<file path="config.mk">
export PLATFORM = sky130hd
export DESIGN_NAME = period_window_average
export DESIGN_NICKNAME = d
export VERILOG_FILES = /design/src/rtl/theremin_sensor_pkg.sv /design/src/rtl/period_ring_buffer.sv /design/src/rtl/period_window_average.sv
export SDC_FILE = /design/constraint.sdc
export NUM_CORES = 1
export LEC_CHECK = 0
export ABC_AREA = 1
export BUFFER_PORTS_ARGS = -buffer_cell sky130_fd_sc_hd__buf_2
export CORE_MARGIN = 2
export CORE_UTILIZATION = 50
export DETAILED_ROUTE_END_ITERATION = 16
export GPL_TIMING_DRIVEN = 0
export PLACE_DENSITY_LB_ADDON = 0.1
export SETUP_SLACK_MARGIN = 0.05
export SLEW_MARGIN = 20
export SYNTH_ARGS = -nofsm -noshare
export SYNTH_HDL_FRONTEND = slang
export SYNTH_SLANG_ARGS = --single-unit
</file>
<file path="constraint.sdc">
create_clock -name CLK -period 7.5 [get_ports CLK]
set_input_delay 1.5 -clock CLK [delete_from_list [all_inputs] [get_ports CLK]]
set_output_delay 1.5 -clock CLK [all_outputs]
set_load 0.02 [all_outputs]
</file>
<file path="src/rtl/theremin_sensor_pkg.sv">
// Shared types and default widths for the theremin sensor datapath.
package theremin_sensor_pkg;

  typedef enum logic [1:0] {
    FILL  = 2'd0,
    RUN   = 2'd1,
    STALE = 2'd2
  } window_state_t;

  localparam int unsigned PERIOD_IN_BITS     = 15;
  localparam int unsigned PERIOD_WINDOW_BITS = 4;

endpackage

</file>
<file path="src/rtl/period_ring_buffer.sv">
// D-entry circular store of period samples. OLDEST is the entry at the write
// pointer, i.e. the sample about to leave the window (zero while filling).
module period_ring_buffer
  import theremin_sensor_pkg::*;
#(
  parameter int unsigned IN_BITS     = PERIOD_IN_BITS,
  parameter int unsigned WINDOW_BITS = PERIOD_WINDOW_BITS
) (
  input  logic               CLK,
  input  logic               RESET,
  input  logic               CLEAR,
  input  logic               WRITE,
  input  logic [IN_BITS-1:0] WRITE_DATA,
  output logic [IN_BITS-1:0] OLDEST
);

  localparam int unsigned DEPTH = 1 << WINDOW_BITS;

  logic [IN_BITS-1:0]     entries [DEPTH];
  logic [WINDOW_BITS-1:0] wr_ptr;

  assign OLDEST = entries[wr_ptr];

  always_ff @(posedge CLK) begin
    if (!RESET || CLEAR) begin
      wr_ptr <= '0;
      for (int unsigned i = 0; i < DEPTH; i++) begin
        entries[i] <= '0;
      end
    end else if (WRITE) begin
      entries[wr_ptr] <= WRITE_DATA;
      wr_ptr          <= (wr_ptr == WINDOW_BITS'(DEPTH - 1)) ? '0 : wr_ptr + 1'b1;
    end
  end

endmodule

</file>
<file path="src/rtl/period_window_average.sv">
// Sliding-window sum of the last 2^WINDOW_BITS period samples with idle
// timeout; the consumer divides OUT_SUM by the window depth.
module period_window_average
  import theremin_sensor_pkg::*;
#(
  parameter int unsigned IN_BITS      = PERIOD_IN_BITS,
  parameter int unsigned WINDOW_BITS  = PERIOD_WINDOW_BITS,
  parameter int unsigned TIMEOUT_BITS = 16
) (
  input  logic                           CLK,
  input  logic                           RESET,
  input  logic                           IN_VALID,
  input  logic [IN_BITS-1:0]             IN_DURATION,
  output logic                           OUT_VALID,
  output logic [IN_BITS+WINDOW_BITS-1:0] OUT_SUM,
  output logic                           OUT_FULL,
  output logic                           OUT_TIMEOUT
);

  localparam int unsigned DEPTH = 1 << WINDOW_BITS;
  localparam int unsigned ACC_W = IN_BITS + WINDOW_BITS;
  localparam int unsigned CNT_W = WINDOW_BITS + 1;

  window_state_t             state;
  logic [ACC_W-1:0]          acc;
  logic [ACC_W-1:0]          acc_next;
  logic [CNT_W-1:0]          fill_cnt;
  logic [TIMEOUT_BITS-1:0]   idle_cnt;
  logic [TIMEOUT_BITS-1:0]   idle_inc;
  logic [IN_BITS-1:0]        oldest;
  logic                      accept;
  logic                      timeout_hit;

  // Timeout fires on the idle cycle whose increment would reach all-ones, so a
  // strobe in that same cycle wins and the window survives.
  always_comb begin
    accept      = IN_VALID && (state != STALE);
    idle_inc    = idle_cnt + 1'b1;
    timeout_hit = !IN_VALID && (state != STALE) && (&idle_inc) && !(&idle_cnt);
    acc_next    = acc + ACC_W'(IN_DURATION) - ACC_W'(oldest);
  end

  period_ring_buffer #(
    .IN_BITS     (IN_BITS),
    .WINDOW_BITS (WINDOW_BITS)
  ) u_ring (
    .CLK        (CLK),
    .RESET      (RESET),
    .CLEAR      (timeout_hit),
    .WRITE      (accept),
    .WRITE_DATA (IN_DURATION),
    .OLDEST     (oldest)
  );

  always_ff @(posedge CLK) begin
    if (!RESET) begin
      state       <= STALE;
      acc         <= '0;
      fill_cnt    <= '0;
      idle_cnt    <= '0;
      OUT_VALID   <= 1'b0;
      OUT_SUM     <= '0;
      OUT_FULL    <= 1'b0;
      OUT_TIMEOUT <= 1'b1;
    end else begin
      OUT_VALID <= 1'b0;
      case (state)
        STALE: begin
          // The first strobe after a gap measures the gap itself; drop it.
          if (IN_VALID) begin
            state       <= FILL;
            idle_cnt    <= '0;
            OUT_TIMEOUT <= 1'b0;
          end
        end
        FILL, RUN: begin
          if (accept) begin
            acc      <= acc_next;
            idle_cnt <= '0;
            if (state == RUN) begin
              OUT_VALID <= 1'b1;
              OUT_SUM   <= acc_next;
            end else if (fill_cnt == CNT_W'(DEPTH - 1)) begin
              state     <= RUN;
              fill_cnt  <= CNT_W'(DEPTH);
              OUT_VALID <= 1'b1;
              OUT_SUM   <= acc_next;
              OUT_FULL  <= 1'b1;
            end else begin
              fill_cnt <= fill_cnt + 1'b1;
            end
          end else if (timeout_hit) begin
            state       <= STALE;
            acc         <= '0;
            fill_cnt    <= '0;
            idle_cnt    <= '1;
            OUT_FULL    <= 1'b0;
            OUT_TIMEOUT <= 1'b1;
          end else begin
            idle_cnt <= idle_inc;
          end
        end
        default: state <= STALE;
      endcase
    end
  end

endmodule

</file>
# ---- Word-level counts from Yosys, hierarchy flattened
# Memories as Yosys holds them, arrays and structs flattened. A register that Yosys moved wholly into a read port is not among the register bits.
# Index checks and enable logic that the tools add are counted.
dict set report classes {
  n_addsub 5
  n_eq_ne 13
  n_mux 39
  n_reduce_logical 24
}
# cell count
set op_table {}
lappend op_table {{19-bit 2-to-1 mux} 4}
lappend op_table {{16-bit 2-to-1 mux} 3}
lappend op_table {{16-bit case mux with 2 select lines} 1}
lappend op_table {{16-bit AND reduction} 2}
lappend op_table {{5-bit 2-to-1 mux} 4}
lappend op_table {{19-bit by 15-bit adder with 19-bit output} 1}
lappend op_table {{19-bit by 15-bit subtractor with 19-bit output} 1}
lappend op_table {{16-bit by 1-bit adder with 16-bit output (second input constant)} 1}
lappend op_table {{4-bit 2-to-1 mux} 4}
lappend op_table {{1-bit 2-to-1 mux} 15}
lappend op_table {{15-bit 2-to-1 mux} 1}
lappend op_table {{15-bit OR reduction} 1}
lappend op_table {{4-bit AND reduction} 3}
lappend op_table {{2-bit 2-to-1 mux} 5}
lappend op_table {{3-bit AND reduction} 3}
lappend op_table {{2-bit != test (second input constant)} 4}
lappend op_table {{3-bit != test (second input constant)} 2}
lappend op_table {{2-bit nonzero test} 3}
lappend op_table {{5-bit by 1-bit adder with 5-bit output (second input constant)} 1}
lappend op_table {{5-bit by 4-bit equality test with 1-bit output (second input constant)} 1}
lappend op_table {{4-bit by 1-bit adder with 4-bit output (second input constant)} 1}
lappend op_table {{4-bit equality test (second input constant)} 1}
lappend op_table {{1-bit logical AND} 4}
lappend op_table {{2-bit by 1-bit != test with 1-bit output (second input constant)} 2}
lappend op_table {{other kinds (10)} 13}
dict set report totals {
  regBits 68
  mem_bits_rw 240
  inputBits 18
  output_inout_bits 22
  memories 1
}
# name depth width rd rd_clocked_by_memory_dff write_ports line_no
set memory_table {}
lappend memory_table {u_ring.entries 16 15 1 1 16 period_ring_buffer.sv:19} ;# logic [IN_BITS-1:0] entries [DEPTH];

# ---- Longest topological paths before layout
# Gate-level depths: netlist of the first run.
dict set report logic_depth {
  word_depth 9
  ltp_mapped 23
  depth_no_buf 21
}

# ---- By module
# Synthesis of the first run repeated with hierarchy kept, for this count alone.
dict set report hier_totals {
  hier_cells 2011
  area_unflattened_um2 16607.2
}
# mod instances cells_each area_per_inst_um2 seq_area_each_um2
set modules_own_cells {}
lappend modules_own_cells {period_ring_buffer 1 1335 11949.0 7367.1}
lappend modules_own_cells {period_window_average 1 676 4658.2 1281.2}

# ---- Worst setup path after synthesis of the first run
# No wires, ideal clock.
dict set report synth_timing {
  kind {input-to-reg}
  from {input port IN_DURATION[2]}
  to {register OUT_SUM[15]}
  arrival_ps 3933
  required_time_ps 7384
  path_slack_ps 3450
  stages 16
  n_path_buf 1
  path_cell_list {clkinv_1 clkbuf_1 fa_1 inv_1 ha_1 a21oi_1 o21ai_0 nor2_1 o21ai_0 nand3_1 nand2_1 nand2_1 nand2_1 nand2_1 o211ai_1 inv_1}
}
dict set report synth_between {
  elab_chain_len 4
}
# element line_no
set synth_lines {}
lappend synth_lines {{start, declared} period_window_average.sv:13} ;# input logic [IN_BITS-1:0] IN_DURATION,
lappend synth_lines {{19-bit by 15-bit adder with 19-bit output (*)} period_window_average.sv:40} ;# acc_next = acc + ACC_W'(IN_DURATION) - ACC_W'(oldest);
lappend synth_lines {{19-bit by 15-bit subtractor with 19-bit output (*)} period_window_average.sv:40}
lappend synth_lines {{19-bit 2-to-1 mux} period_window_average.sv:83} ;# end else if (fill_cnt == CNT_W'(DEPTH - 1)) begin
lappend synth_lines {{19-bit 2-to-1 mux (*)} period_window_average.sv:80} ;# if (state == RUN) begin
lappend synth_lines {{end signal, assigned} period_window_average.sv:82} ;# OUT_SUM <= acc_next;
lappend synth_lines {{end signal, assigned} period_window_average.sv:87} ;# OUT_SUM <= acc_next;
lappend synth_lines {{end, declared} period_window_average.sv:15} ;# output logic [IN_BITS+WINDOW_BITS-1:0] OUT_SUM,
# Mark *: on every way between the ends. The rest lies on a longest branch, timed or not. The select of a mux whose other input is x is not followed.
# A chain may end at the register's enable or synchronous reset.

==> impl_metrics.env, run 1 <==
export IMPL_slowest_stage="clkbuf_1"
export IMPL_synth_top_area_cell="edfxtp_1"
export IMPL_io_buffers=39
export IMPL_cts_tree="built"
export IMPL_area_growth_pct=11.4
export IMPL_cp_depth=22
export IMPL_dieArea_um2=33200
export IMPL_cp_cell_sequence="clkbuf_1 > buf_2 > clkbuf_1 > a21oi_1 > o21ai_0 > o21ai_0 > o211ai_1 > nand2_1 > fa_1 > inv_1 > ha_1 > a21oi_1 > o21ai_0 > nor2_1 > o21ai_0 > nand3_1 > nand2_1 > nand2_1 > nand2_1 > nand2_1 > o211ai_1 > inv_1"
export IMPL_ant_nets=0
export IMPL_routedWlPerCell_um=20.1
export IMPL_dpl_hpwl_um=32100
export IMPL_crit_path_max_incr_delay_ns=0.66
export IMPL_whs_path_depth=2
export IMPL_r2r_slack_ns=2.33
export IMPL_rr_endpoint="OUT_SUM[15]$_SDFFE_PN0P_"
export IMPL_skew_ns=0.0211
export IMPL_ios=40
export IMPL_finalWirelength_um=44300
export IMPL_critPathBufInv=5
export IMPL_tightest_slew_ns=1.04
export IMPL_crit_path_end="OUT_SUM[15]$_SDFFE_PN0P_"
export IMPL_fp_dieH_um=182
export IMPL_hold_viol_final=0
export IMPL_synth_area_leaders="edfxtp_1 45%, dfxtp_1 9.1%, nor2_1 7.5%"
export IMPL_worstSkewPairLatency_ns=0.54
export IMPL_yosys_area_top_type_share_pct=45.4
export IMPL_fmax_mhz=193
export IMPL_synth_seq_cells=312
export IMPL_switchingPower_uw=1420
export IMPL_syn_cell_area_um2=15900
export IMPL_grt_max_degree=18
export IMPL_core_um2=31400
export IMPL_async_flop_share_pct=0
export IMPL_setup_tns_ns=0
export IMPL_ys_seq_area_share_pct=54.5
export IMPL_ys_warn_count=0
export IMPL_num_rows=65
export IMPL_vdd_drop_max_mv=0.138
export IMPL_drt_iter0_drc=1437
export IMPL_switching_share_pct=30.8
export IMPL_final_area_um2=17700
export IMPL_grt_ovfl_total=0
export IMPL_p_leak_uw=0.00697
export IMPL_ys_flop_type="edfxtp_1"
export IMPL_start_kind="register"
export IMPL_place_area_um2=16600
export IMPL_status="complete, no violations"
export IMPL_comb_power_share_pct=21.1
export IMPL_drv_cap=0
export IMPL_crit_type="reg2reg"
export IMPL_crit_path_end_kind="register"
export IMPL_slew_headroom_pct=30.6
export IMPL_sequentialPowerShare_pct=42.2
export IMPL_critPathMaxFanout=10
export IMPL_start_util_pct=50.6
export IMPL_drt_vias_per_instance=5.57
export IMPL_cp_required_ns=7.93
export IMPL_cts_sinks=312
export IMPL_route_detailed_drc=0
export IMPL_p_int_uw=3200
export IMPL_die_x_um=182
export IMPL_syn_instance_count=1704
export IMPL_nets=1840
export IMPL_power_density_nw_per_um2=261
export IMPL_htreeDepth=2
export IMPL_gp_congestion=0.902
export IMPL_dr_pass1_iters=6
export IMPL_hp_class="reg2reg"
export IMPL_post_cts_setup_buffer_count=0
export IMPL_slew_violations=0
export IMPL_clk_pin_slew_ns=0.06
export IMPL_synth_most_common_cell="nor2_1"
export IMPL_synth_avg_cell_area_um2=9.32
export IMPL_drive_gt1_share_pct=10.9
export IMPL_ys_types=47
export IMPL_clkPwrFrac_pct=36.7
export IMPL_finalCriticalPeriod_ns=5.17
export IMPL_antenna_found_initial=1
export IMPL_grt_pass1_wl_um=68400
export IMPL_cp_arrival_ns=5.60
export IMPL_yosys_top_cells_count="317 x nor2_1, 240 x edfxtp_1, 200 x nand2_1, 194 x inv_1, 114 x a21oi_1"
export IMPL_cts_made_buffers=35
export IMPL_grt_pass1_vias=11900
export IMPL_setup_viol=0
export IMPL_grtUsageTotal_pct=27.2
export IMPL_worstRegToRegCells=22
export IMPL_hold_buffers=0
export IMPL_post_cts_resized=0
export IMPL_synth_edff_count=240
export IMPL_crit_path_frequent_cell="nand2_1"
export IMPL_grt_setup_unrepaired="no"
export IMPL_cts_buffer_depth=3
export IMPL_clockRootBuffer="clkbuf_16"
export IMPL_synth_nets=1764
export IMPL_fin_crit_sh_pct=69.0
export IMPL_vias=12300
export IMPL_crit_family="compound AO/OA/AOI/OAI gates"
-- worst min-delay path by stage --
stage               slack (ns)                      from                  endpoint
floorplan                 0.44       acc[0]$_SDFFE_PN0P_       acc[0]$_SDFFE_PN0P_
global placement          0.43  OUT_TIMEOUT$_SDFFE_PN1P_  OUT_TIMEOUT$_SDFFE_PN1P_
detailed placement        0.44  OUT_TIMEOUT$_SDFFE_PN1P_  OUT_TIMEOUT$_SDFFE_PN1P_
CTS                       0.45  OUT_TIMEOUT$_SDFFE_PN1P_  OUT_TIMEOUT$_SDFFE_PN1P_
global route              0.48  OUT_TIMEOUT$_SDFFE_PN1P_  OUT_TIMEOUT$_SDFFE_PN1P_
finish                    0.45  OUT_TIMEOUT$_SDFFE_PN1P_  OUT_TIMEOUT$_SDFFE_PN1P_
-- per-stage QoR --
stage | utilization (%) | std cells | hold slack (ns) | total power (uW) | worst slack (ns)
after floorplan | - | 1704 | 0.439 | 2640 | 3.45
after global placement | 52.8 | 2145 | 0.428 | 2940 | 2.48
after detailed placement | 52.8 | 2145 | 0.438 | 2950 | 2.45
after CTS | 56.3 | 2207 | 0.451 | 4640 | 2.45
after global routing | 56.3 | 2207 | 0.476 | 4820 | 1.85
final | 56.3 | 2208 | 0.452 | 4620 | 2.33
-- registers in the layout, summed over array words and instances (netlist names), named ones only --
| signal | cells |
|---|---|
| acc | 19 |
| fill_cnt | 5 |
| state | 2 |
| OUT_SUM | 19 |
| OUT_FULL | 1 |
| OUT_VALID | 1 |
| idle_cnt | 16 |
| u_ring.entries | 240 |
| OUT_TIMEOUT | 1 |
| u_ring.wr_ptr | 4 |
-- cells by family after synthesis --
kind of cell               after synthesis  synth area share, %
and+or+nand+nor                        660                 17.8
DFF                                    312                 54.5
AOI/OAI and AO/OA                      308                 11.3
buffers and inverters                  307                 7.75
muxes                                   60                 3.78
adders and majority gates               42                 4.02
xor gates and xnor gates                15                0.827
-- worst reg2reg max path: cells and delay by family, from the launching register on --
family / cells / cell delay [ns]
compound gates: 8 / 1.67
fa+ha+maj: 2 / 0.88
buf+inv: 5 / 1.45
flops: 1 / 0.30
simple gates: 7 / 0.78
-- metal layers --
metal / vias to the layer above / track usage, % / part of all wire, %
li1: 5857 / - / -
met1: 5887 / 38.2 / 43
met2: 439 / 42.9 / 45
met3: 109 / 4.81 / 8.1
met4: 0 / 9.58 / 3.6
met5: - / 0 / 0
-- power by group through the flow --
stage          Clock, uW  Combinational, uW  Sequential [uW]
2_1_floorplan          0                658             1980
3_3_place_gp           0                961             1980
3_5_place_dp           0                966             1990
4_1_cts             1720                971             1950
5_1_grt             1780               1080             1960
6_report            1700                975             1950
-- final cells by class --
type	instances	area [um^2]
Fill cell	2861	13700
Clock buffer	44	910
Inverter	216	813
Antenna cell	1	2.50
Sequential cell	312	8650
Multi-Input combinational cell	1085	6000
Clock inverter	18	201
Timing Repair Buffer	39	195
Buffer	91	417
Tap cell	402	503
-- cells in the final DEF (no fill, tap or decap), types with 5 or more instances in the layout --
cell type	instances
a21oi_1	114
a21oi_2	12
buf_1	7
buf_2	61
clkbuf_1	64
clkbuf_16	35
clkinv_1	19
dfxtp_1	72
edfxtp_1	240
fa_1	15
ha_1	27
inv_1	194
inv_2	7
mux2i_1	60
nand2_1	200
nand2_2	34
nand3_1	60
nand4_1	15
nor2_1	317
nor2_2	10
nor2_4	7
o211ai_1	67
o21ai_0	94
o21ai_1	7
xnor2_1	5
xor2_1	10
Power figures use the tool's default switching activity.
==> run 2: changes to the inputs <==
==> constraint.sdc (replaced) <==
create_clock -name CLK -period 4.9 [get_ports CLK]
set_input_delay 0.98 -clock CLK [delete_from_list [all_inputs] [get_ports CLK]]
set_output_delay 0.98 -clock CLK [all_outputs]
set_load 0.02 [all_outputs]
==> run 2 against run 1 <==
Effect of this change:
- count of clock-buffer cells in the layout did not move
- sequential cell count did not move
- clock power grew 53%
- first-iteration DRC count down 5.6%
- via count down 0.17%
- critical path depth shrank 1
- combinational power up 53%
- total power up 53%
- sequential share of layout area barely moved
- die area is the same
- worst hold slack got worse by 0.00074 ns
==> impl_metrics.env, run 2 (same netlist as run 1, synthesis figures left out) <==
export IMPL_dieArea_um2=33200
export IMPL_status="complete, no violations"
export IMPL_grt_setup_unrepaired="yes"
export IMPL_dpl_hpwl_um=32100
export IMPL_drive_gt1_share_pct=11.3
export IMPL_routed_top_layer="met4"
export IMPL_wl_met3_um=3570
export IMPL_critPathMaxFanout=10
export IMPL_cp_arrival_ns=4.97
export IMPL_io_buffers=39
export IMPL_core_um2=31400
export IMPL_reg_largest_list="u_ring.entries: 240 flops, OUT_SUM: 19 flops, acc: 19 flops"
export IMPL_antenna_found_initial=1
export IMPL_route_met2_wl_um=20100
export IMPL_detail_route_wirelength_met1_um=19300
export IMPL_ant_nets=0
export IMPL_rr_endpoint="OUT_SUM[15]$_SDFFE_PN0P_"
export IMPL_cts_made_buffers=35
export IMPL_skew_ns=0.0208
export IMPL_tightest_slew_ns=0.919
export IMPL_drt_iter0_drc=1356
export IMPL_drv_cap=0
export IMPL_cts_sinks=312
export IMPL_cts_tree="built"
export IMPL_gp_congestion=0.902
export IMPL_grt_max_degree=18
export IMPL_p_leak_uw=0.00698
export IMPL_finalWirelength_um=44400
export IMPL_area_growth_pct=11.5
export IMPL_final_area_um2=17700
export IMPL_crit_type="reg2reg"
export IMPL_start_util_pct=50.6
export IMPL_hp_class="reg2reg"
export IMPL_final_common_cell="nor2_1"
export IMPL_fmax_mhz=220
export IMPL_route_detailed_drc=0
export IMPL_mostFrequentLayoutCells="317 x nor2_1, 240 x edfxtp_1, 200 x nand2_1"
export IMPL_fin_crit_sh_pct=92.6
export IMPL_start_kind="register"
export IMPL_slew_violations=0
export IMPL_routedWlPerCell_um=20.1
export IMPL_finalCriticalPeriod_ns=4.54
export IMPL_slew_headroom_pct=38.6
export IMPL_clk_pin_slew_ns=0.06
export IMPL_place_ws_ns=-0.152
export IMPL_die_x_um=182
export IMPL_power_density_nw_per_um2=400
export IMPL_hold_path_endpoint="OUT_TIMEOUT$_SDFFE_PN1P_"
export IMPL_grt_pass1_wl_um=68400
export IMPL_fp_dieH_um=182
export IMPL_post_cts_setup_buffer_count=0
export IMPL_grt_pass1_vias=11900
export IMPL_drt_vias_per_instance=5.56
export IMPL_whs_path_depth=2
export IMPL_dr_pass1_iters=5
export IMPL_crit_path_end_kind="register"
export IMPL_place_area_um2=16600
export IMPL_nets=1838
export IMPL_worstRegToRegCells=21
export IMPL_hold_viol_final=0
export IMPL_num_rows=65
export IMPL_largest_reg_flops=240
export IMPL_htreeDepth=2
export IMPL_largest_register="u_ring.entries"
export IMPL_clockRootBuffer="clkbuf_16"
export IMPL_cp_required_ns=5.33
export IMPL_grt_ovfl_total=0
export IMPL_worstSkewPairLatency_ns=0.54
export IMPL_vias=12300
export IMPL_hold_start="OUT_TIMEOUT$_SDFFE_PN1P_"
export IMPL_vdd_drop_max_mv=0.212
export IMPL_cts_buffer_depth=3
export IMPL_ios=40
export IMPL_fin_ws_ns=0.363
export IMPL_grtUsageTotal_pct=27.2
export IMPL_setup_viol=0
export IMPL_r2r_slack_ns=0.36
## run 2: cell type report
| class | instances | area (um^2) |
|---|---|---|
| plain buffers | 89 | 428 |
| clock inverters | 18 | 201 |
| fillers | 2861 | 13700 |
| flip-flops and latches | 312 | 8650 |
| clock buffers | 44 | 910 |
| repair buffers | 39 | 195 |
| diodes | 1 | 2.50 |
| well taps | 402 | 503 |
| multi-input cells | 1085 | 6000 |
| inverters | 216 | 813 |
## run 2: repair_timing
action / CTS / global route
setup endpoints to repair: 6 / 18
hold buffers: 0 / 0
gates resized for setup: 5 / 6
## run 2: power breakdown
part           internal, uW  total, uW  switching, uW
sequential             2950       2990           43.6
clock                  1500       2600           1110
combinational           453       1490           1040
## run 2: worst max path at each step
stage          startpoint                        to  slack (ns)  depth (start not counted)
6_report         register  OUT_SUM[15]$_SDFFE_PN0P_        0.36                         21
3_5_place_dp     register  OUT_SUM[15]$_SDFFE_PN0P_       -0.15                         22
4_1_cts          register  OUT_SUM[15]$_SDFFE_PN0P_        0.12                         20
3_3_place_gp     register  OUT_SUM[15]$_SDFFE_PN0P_       -0.12                         22
5_1_grt          register  OUT_SUM[15]$_SDFFE_PN0P_       -0.01                         21
2_1_floorplan    register  OUT_SUM[15]$_SDFFE_PN0P_        1.34                         22
## run 2: per-layer routing
layer  vias up  GRT usage (%)
met5         -              0
met4         0           9.52
met3       107           4.81
met2       458           42.9
met1      5860           38.2
li1       5846              -
## run 2: metrics by stage
| step | hold slack [ns] | util (%) | TNS [ns] | power (uW) | instances |
|---|---|---|---|---|---|
| detailed placement | 0.438 | 52.8 | -0.257 | 4520 | 2145 |
| CTS | 0.451 | 56.4 | 0 | 7100 | 2207 |
| finish | 0.451 | 56.4 | 0 | 7080 | 2206 |
| floorplan | 0.439 | - | 0 | 4040 | 1704 |
| global placement | 0.428 | 52.8 | -0.201 | 4510 | 2145 |
| global route | 0.476 | 56.4 | -0.0138 | 7380 | 2205 |
## run 2: worst max-delay path: stages (launching register included)
cell      delay (ns)
dfxtp_2         0.46
buf_2           0.22
clkbuf_1        0.55
a21oi_1         0.15
o21ai_0         0.11
o211ai_1        0.19
nand3_1         0.16
nand2_1         0.11
fa_1            0.49
inv_1           0.04
ha_1            0.35
nand2_1         0.14
o21ai_0         0.35
nor2_1          0.16
o21ai_0         0.34
nand3_1         0.20
nand2_1         0.11
nand2_1         0.06
nand2_1         0.07
nand2_1         0.05
o211ai_1        0.07
inv_1           0.05
